File: config.mk
export PLATFORM = sky130hd
export DESIGN_NAME = vc_rr_queue_arb
export DESIGN_NICKNAME = d
export VERILOG_FILES = /design/src/rtl/vc_rr_queue_arb.sv
export SDC_FILE = /design/constraint.sdc
export NUM_CORES = 1
export LEC_CHECK = 0
export CAP_MARGIN = 20
export CORE_ASPECT_RATIO = 0.5
export CORE_MARGIN = 5
export CORE_UTILIZATION = 30
export DETAILED_ROUTE_END_ITERATION = 10
export PLACE_DENSITY = 0.87
export SLEW_MARGIN = 40
export SYNTH_ARGS = -nofsm -noshare
export SYNTH_HDL_FRONTEND = slang
export SYNTH_SLANG_ARGS = --single-unit
File: constraint.sdc
create_clock -name clk -period 4.95 [get_ports clk]
set_clock_uncertainty 0.2 [all_clocks]
set_input_delay 0.99 -clock clk [delete_from_list [all_inputs] [get_ports clk]]
set_output_delay 0.99 -clock clk [all_outputs]
set_load 0.005 [all_outputs]
File: src/rtl/vc_rr_queue_arb.sv
// Round-robin arbiter onto one enqueue port; zero-cycle comb in->out, out_rdy low holds grant and state.
// `define VC_RR_ARB_PKTLOCK_EN to keep a grant across multi-beat packets until in_last.
module vc_rr_queue_arb #(
    parameter int DATA_SZ = 32,
    parameter int NREQ    = 4,
    parameter int SEL_SZ  = 2
) (
    input  logic                    clk,
    input  logic                    reset,
    input  logic [NREQ*DATA_SZ-1:0] in_bits,
    input  logic [NREQ-1:0]         in_last,
    input  logic [NREQ-1:0]         in_val,
    output logic [NREQ-1:0]         in_rdy,
    output logic [DATA_SZ-1:0]      out_bits,
    output logic                    out_last,
    output logic                    out_val,
    input  logic                    out_rdy,
    output logic [SEL_SZ-1:0]       out_sel
);

    logic [SEL_SZ-1:0]  prio_q, prio_d;
    logic [SEL_SZ-1:0]  scan_idx;
    logic [SEL_SZ-1:0]  grant;
    logic               sel_val;
    logic               sel_last;
    logic [DATA_SZ-1:0] sel_bits;
    logic               xfer;
    int                 j;

    // Walk the rotation backwards so the last hit written is the first in priority order.
    always_comb begin
        scan_idx = '0;
        j        = 0;
        for (int k = NREQ - 1; k >= 0; k--) begin
            j = int'(prio_q) + k;
            if (j >= NREQ) begin
                j = j - NREQ;
            end
            if (in_val[j]) begin
                scan_idx = SEL_SZ'(j);
            end
        end
    end

`ifdef VC_RR_ARB_PKTLOCK_EN
    logic              locked_q, locked_d;
    logic [SEL_SZ-1:0] lock_idx_q, lock_idx_d;

    assign grant = locked_q ? lock_idx_q : scan_idx;
`else
    assign grant = scan_idx;
`endif

    always_comb begin
        sel_val  = 1'b0;
        sel_last = 1'b0;
        sel_bits = '0;
        for (int i = 0; i < NREQ; i++) begin
            if (SEL_SZ'(i) == grant) begin
                sel_val  = in_val[i];
                sel_last = in_last[i];
                sel_bits = in_bits[i*DATA_SZ +: DATA_SZ];
            end
        end
    end

    assign out_val  = sel_val && !reset;
    assign out_sel  = out_val ? grant : '0;
    assign out_bits = out_val ? sel_bits : '0;
    assign out_last = out_val && sel_last;
    assign xfer     = out_val && out_rdy;

    always_comb begin
        in_rdy = '0;
        for (int i = 0; i < NREQ; i++) begin
            in_rdy[i] = out_rdy && out_val && (SEL_SZ'(i) == grant);
        end
    end

    always_comb begin
        prio_d = prio_q;
`ifdef VC_RR_ARB_PKTLOCK_EN
        locked_d   = locked_q;
        lock_idx_d = lock_idx_q;
        if (xfer) begin
            if (out_last) begin
                prio_d   = (int'(grant) == NREQ - 1) ? '0 : grant + SEL_SZ'(1);
                locked_d = 1'b0;
            end else begin
                locked_d   = 1'b1;
                lock_idx_d = grant;
            end
        end
`else
        if (xfer) begin
            prio_d = (int'(grant) == NREQ - 1) ? '0 : grant + SEL_SZ'(1);
        end
`endif
    end

    always_ff @(posedge clk) begin
        if (reset) begin
            prio_q <= '0;
        end else begin
            prio_q <= prio_d;
        end
    end

`ifdef VC_RR_ARB_PKTLOCK_EN
    always_ff @(posedge clk) begin
        if (reset) begin
            locked_q   <= 1'b0;
            lock_idx_q <= '0;
        end else begin
            locked_q   <= locked_d;
            lock_idx_q <= lock_idx_d;
        end
    end
`endif

endmodule
==> summary by stage <==
Cells and area
The number of nets in the finished design is between 500 and 600. Summing all multi-input logic gate instances after layout gives ~1300 um2. The layout cell share with drive strength beyond 1 is between 15 and 20%. The register bank with the most flops is prio_q. The total of fill cells in the finished design is between 300 and 400. Summing all flip-flop and latch instances after layout gives around 40 um2.

0 antenna diodes ended up in the layout. The flip-flop count of the largest register after layout is 2. The signed area change from the synthesized netlist to the final layout is 129%.

The count of cells in the finished layout, fillers not included, comes to 480. The largest registers in the layout are prio_q x2. At the end of the flow the core is filled with cells to a little over 70%.

Floorplan
The floorplan die width is 113 um. Once the floorplan was initialized, standard cells occupied a little under a third of the core. The height of the die is around 61 um. Pin placement for this block handled about 180 I/O pins. The floorplan die area is just under 7000 um2. After floorplanning, the core was divided into 18 placement rows.

The core region area is between 5000 and 6000 um2.

Min path
The path class of the tightest hold or removal check is register to register.

Synth
Synthesis produced a netlist with a net count of about 380. The synthesized design contains 2 register bits. The gate count of the mapped netlist is approximately 230. For this run, the leading register cell type out of synthesis is sky130_fd_sc_hd__dfxtp_1. The number of enable flip-flop cells after synthesis is 0. The fraction of post-synthesis cell area in the top cell type by area is a little under a fifth. The share of async-settable or async-resettable flops after synthesis is 0%. After synthesis, the cell types taking the most area are sky130_fd_sc_hd__a211o_1, sky130_fd_sc_hd__a221oi_1, sky130_fd_sc_hd__a21oi_2.

For this run, the number of Yosys warnings is 0. The mapped netlist covers between 1500 and 2000 um2. The post-synthesis cell type with the largest combined area is sky130_fd_sc_hd__a211o_1. For this run, the register share of the synthesized area comes to 2.53%.

The post-synthesis cell type count is 30. Averaged over all synthesized cells, the footprint is between 6 and 7 um2.

Timing
The final number of max-transition violations is 0. The final period utilization is a little over nine tenths. Derived from the worst setup path, the maximum achievable clock frequency is 0.205 GHz. The final critical path time including I/O delays and setup is between 4 and 5 ns. The number of setup violations in the final report is 0. The headroom to the max-slew limit is 77.1%. The hold violation total from the final report was 0. On the final layout, the worst hold slack is ~0.41 ns. The transition time of the tightest slew-check pin is between 0.3 and 0.4 ns.

Global route
The remaining global-route overflow is 0. The first global-routing pass estimated about 13000 um of wire. The initial antenna violation count was 0. The combined global-route utilization of all metal layers is a little under a quarter. The via count of the first global-routing pass was 2544. The maximum number of pins on one net before global-route repair is between 40 and 50.

Setup path
The highest-delay cell along the critical path is sky130_fd_sc_hd__clkdlybuf4s50_1. The critical path goes through dlygate4sd2_1 -> a21o_1 -> a21oi_2 -> o22ai_4 -> buf_6 -> inv_1 -> ha_2 -> buf_4 -> a221oi_1 -> a211o_1 -> a21oi_2 -> clkdlybuf4s50_1. The startpoint type of the worst setup path is an input port. STA puts the critical path data arrival time at approximately 3.7 ns. The maximum single-stage delay on the critical path is ~0.55 ns. Among cell families on the critical path, the largest total delay comes from buffers and inverters.

The critical path in this run is classified as input port to primary output. The endpoint kind of the worst setup timing path is a primary output. The required time reported for the critical path endpoint is 3.76 ns.

The highest fanout seen on the critical path is 30. Together, buffers and inverters on the worst path number 5. By instance count, the cell type seen most on the critical path is sky130_fd_sc_hd__a21oi_2.

Detailed routing
For this block, the via count after detailed routing is between 2000 and 3000. The final layout contains routed wiring with a total length of approximately 9000 um. The mean routed wirelength per cell is around 19 um. For this run, design rule violations remaining after detail routing come to 0.

The first routing iteration left about 220 violations. The pre-antenna-repair detailed-routing pass consisted of 5 iterations. The via count normalized by instance count is ~5.3.

The count of nets left with antenna violations once routing finished came out at 0.

Placed design
Detailed placement ended at an HPWL of ~7000 um. Counting tap cells, the placed design contains a total of roughly 480 instances. The port buffer count is between 150 and 200. At the end of routability-driven placement, the weighted congestion stood at 0.957.

Clock tree
The deepest clock path buffer count is 2. The later-pin clock latency in the skew report is 0.21 ns. The total of hold buffers inserted after clock tree synthesis is 0.

The clock edge transition at the registers on the reported setup and hold paths is 0.03 ns. The total number of clock tree sinks is 2. CTS built an H-tree with a depth of 1. The clock buffer count from CTS is 3. TritonCTS built the clock tree.

In this run the clock root is driven by a sky130_fd_sc_hd__clkbuf_8.

Pwr
The worst-case IR drop observed on VDD is 0.000110 V. The overall power after layout is ~0.00076 W. Summed over all cells, the static leakage comes to about 1.5 nW. For this design the ratio of total power to cell area is roughly 210 nW/um2.

Status
The flow ran to the end, and the final reports show no timing, DRC or antenna violations.

Flow run
The number of maximum-capacitance constraint violations is 0.
## per-stage QoR
step	cell area [um2]	setup TNS [ns]	worst slack (ns)
finish	3620	0	0.0743
global route	3620	-0.420	-0.0528
CTS	3580	0	0.0567
detailed placement	3510	-1.67	-0.100
global placement	3510	-0.00319	-0.00319
floorplan	1580	0	0.838
## final timing paths
kind                          start                endpoint  slack (ns)  depth (start not counted)
min          prio_q[0]$_SDFFE_PP0P_  prio_q[0]$_SDFFE_PP0P_        0.41                          2
min reg2reg  prio_q[0]$_SDFFE_PP0P_  prio_q[0]$_SDFFE_PP0P_        0.41                          2
max reg2reg  prio_q[1]$_SDFFE_PP0P_  prio_q[0]$_SDFFE_PP0P_        2.25                         12
max                       in_val[0]            out_bits[17]        0.07                         12
## tightest hold or removal path: cells and delay by family (launching register included)
family / cells / cell delay (ns)
AOI/OAI and AO/OA: 2 / 0.21
DFF: 1 / 0.34
## Yosys cell counts, types with 2 or more instances
library cell,n
sky130_fd_sc_hd__ha_1,4
sky130_fd_sc_hd__a211o_1,33
sky130_fd_sc_hd__dfxtp_1,2
sky130_fd_sc_hd__nor2b_1,3
sky130_fd_sc_hd__nor2_2,2
sky130_fd_sc_hd__a21oi_2,27
sky130_fd_sc_hd__and2_1,3
sky130_fd_sc_hd__a21oi_1,10
sky130_fd_sc_hd__nand2b_1,3
sky130_fd_sc_hd__clkbuf_1,16
sky130_fd_sc_hd__o22ai_1,2
sky130_fd_sc_hd__a221oi_1,33
sky130_fd_sc_hd__buf_2,4
sky130_fd_sc_hd__inv_1,37
sky130_fd_sc_hd__nand2_1,33
sky130_fd_sc_hd__buf_6,5
sky130_fd_sc_hd__buf_4,3
## area by class of cell
cell class                      count  area share, %
Inverter                           38           3.94
Tap cell                           70           2.42
Sequential cell                     2           1.11
Clock buffer                        3           1.14
Timing Repair Buffer              202           55.6
Multi-Input combinational cell    165           35.8
## repair_timing
item,in CTS,in global routing
gates cloned,0,0
gates resized for setup,7,11
endpoints found under the hold margin,0,0
setup buffers,2,0
setup endpoints to repair,38,29
pin swaps,1,3
## logic make-up after synthesis
| logic type | share of synthesized area (%) |
|---|---|
| compound gates | 59.6 |
| buf+inv | 19.1 |
| flops | 2.53 |
| simple gates | 15.7 |
| fa+ha+maj | 3.16 |
## layout by cell type (no fill, tap or decap), types with 2 or more instances in the layout
| master | Yosys | layout |
|---|---|---|
| sky130_fd_sc_hd__nand2b_1 | 3 | 2 |
| sky130_fd_sc_hd__clkdlybuf4s50_1 | 0 | 170 |
| sky130_fd_sc_hd__dlygate4sd2_1 | 0 | 3 |
| sky130_fd_sc_hd__dlymetal6s2s_1 | 0 | 5 |
| sky130_fd_sc_hd__a221oi_1 | 33 | 33 |
| sky130_fd_sc_hd__nor2_2 | 2 | 2 |
| sky130_fd_sc_hd__nand2_1 | 33 | 33 |
| sky130_fd_sc_hd__clkbuf_8 | 0 | 3 |
| sky130_fd_sc_hd__and2_1 | 3 | 3 |
| sky130_fd_sc_hd__inv_1 | 37 | 37 |
| sky130_fd_sc_hd__ha_2 | 0 | 2 |
| sky130_fd_sc_hd__buf_6 | 5 | 2 |
| sky130_fd_sc_hd__nor2b_1 | 3 | 2 |
| sky130_fd_sc_hd__buf_12 | 0 | 3 |
| sky130_fd_sc_hd__buf_4 | 3 | 19 |
| sky130_fd_sc_hd__a211o_1 | 33 | 33 |
| sky130_fd_sc_hd__dfxtp_1 | 2 | 2 |
| sky130_fd_sc_hd__a21oi_1 | 10 | 8 |
| sky130_fd_sc_hd__a21oi_2 | 27 | 29 |
## routing by layer
| metal | track usage [%] | share of wire [%] | up-vias |
|---|---|---|---|
| li1 | - | - | 1215 |
| met1 | 27.5 | 38 | 1212 |
| met2 | 44.9 | 54 | 97 |
| met3 | 4.02 | 5.3 | 14 |
| met4 | 7.36 | 1.9 | 0 |
| met5 | 0 | 0 | - |
## report_power, final
group / internal (W) / switching, W
clock: 0.0000514 / 0.0000126
sequential: 0.0000189 / 0.00000454
combinational: 0.000382 / 0.000293
No activity file was read; power rests on OpenSTA's default activity.
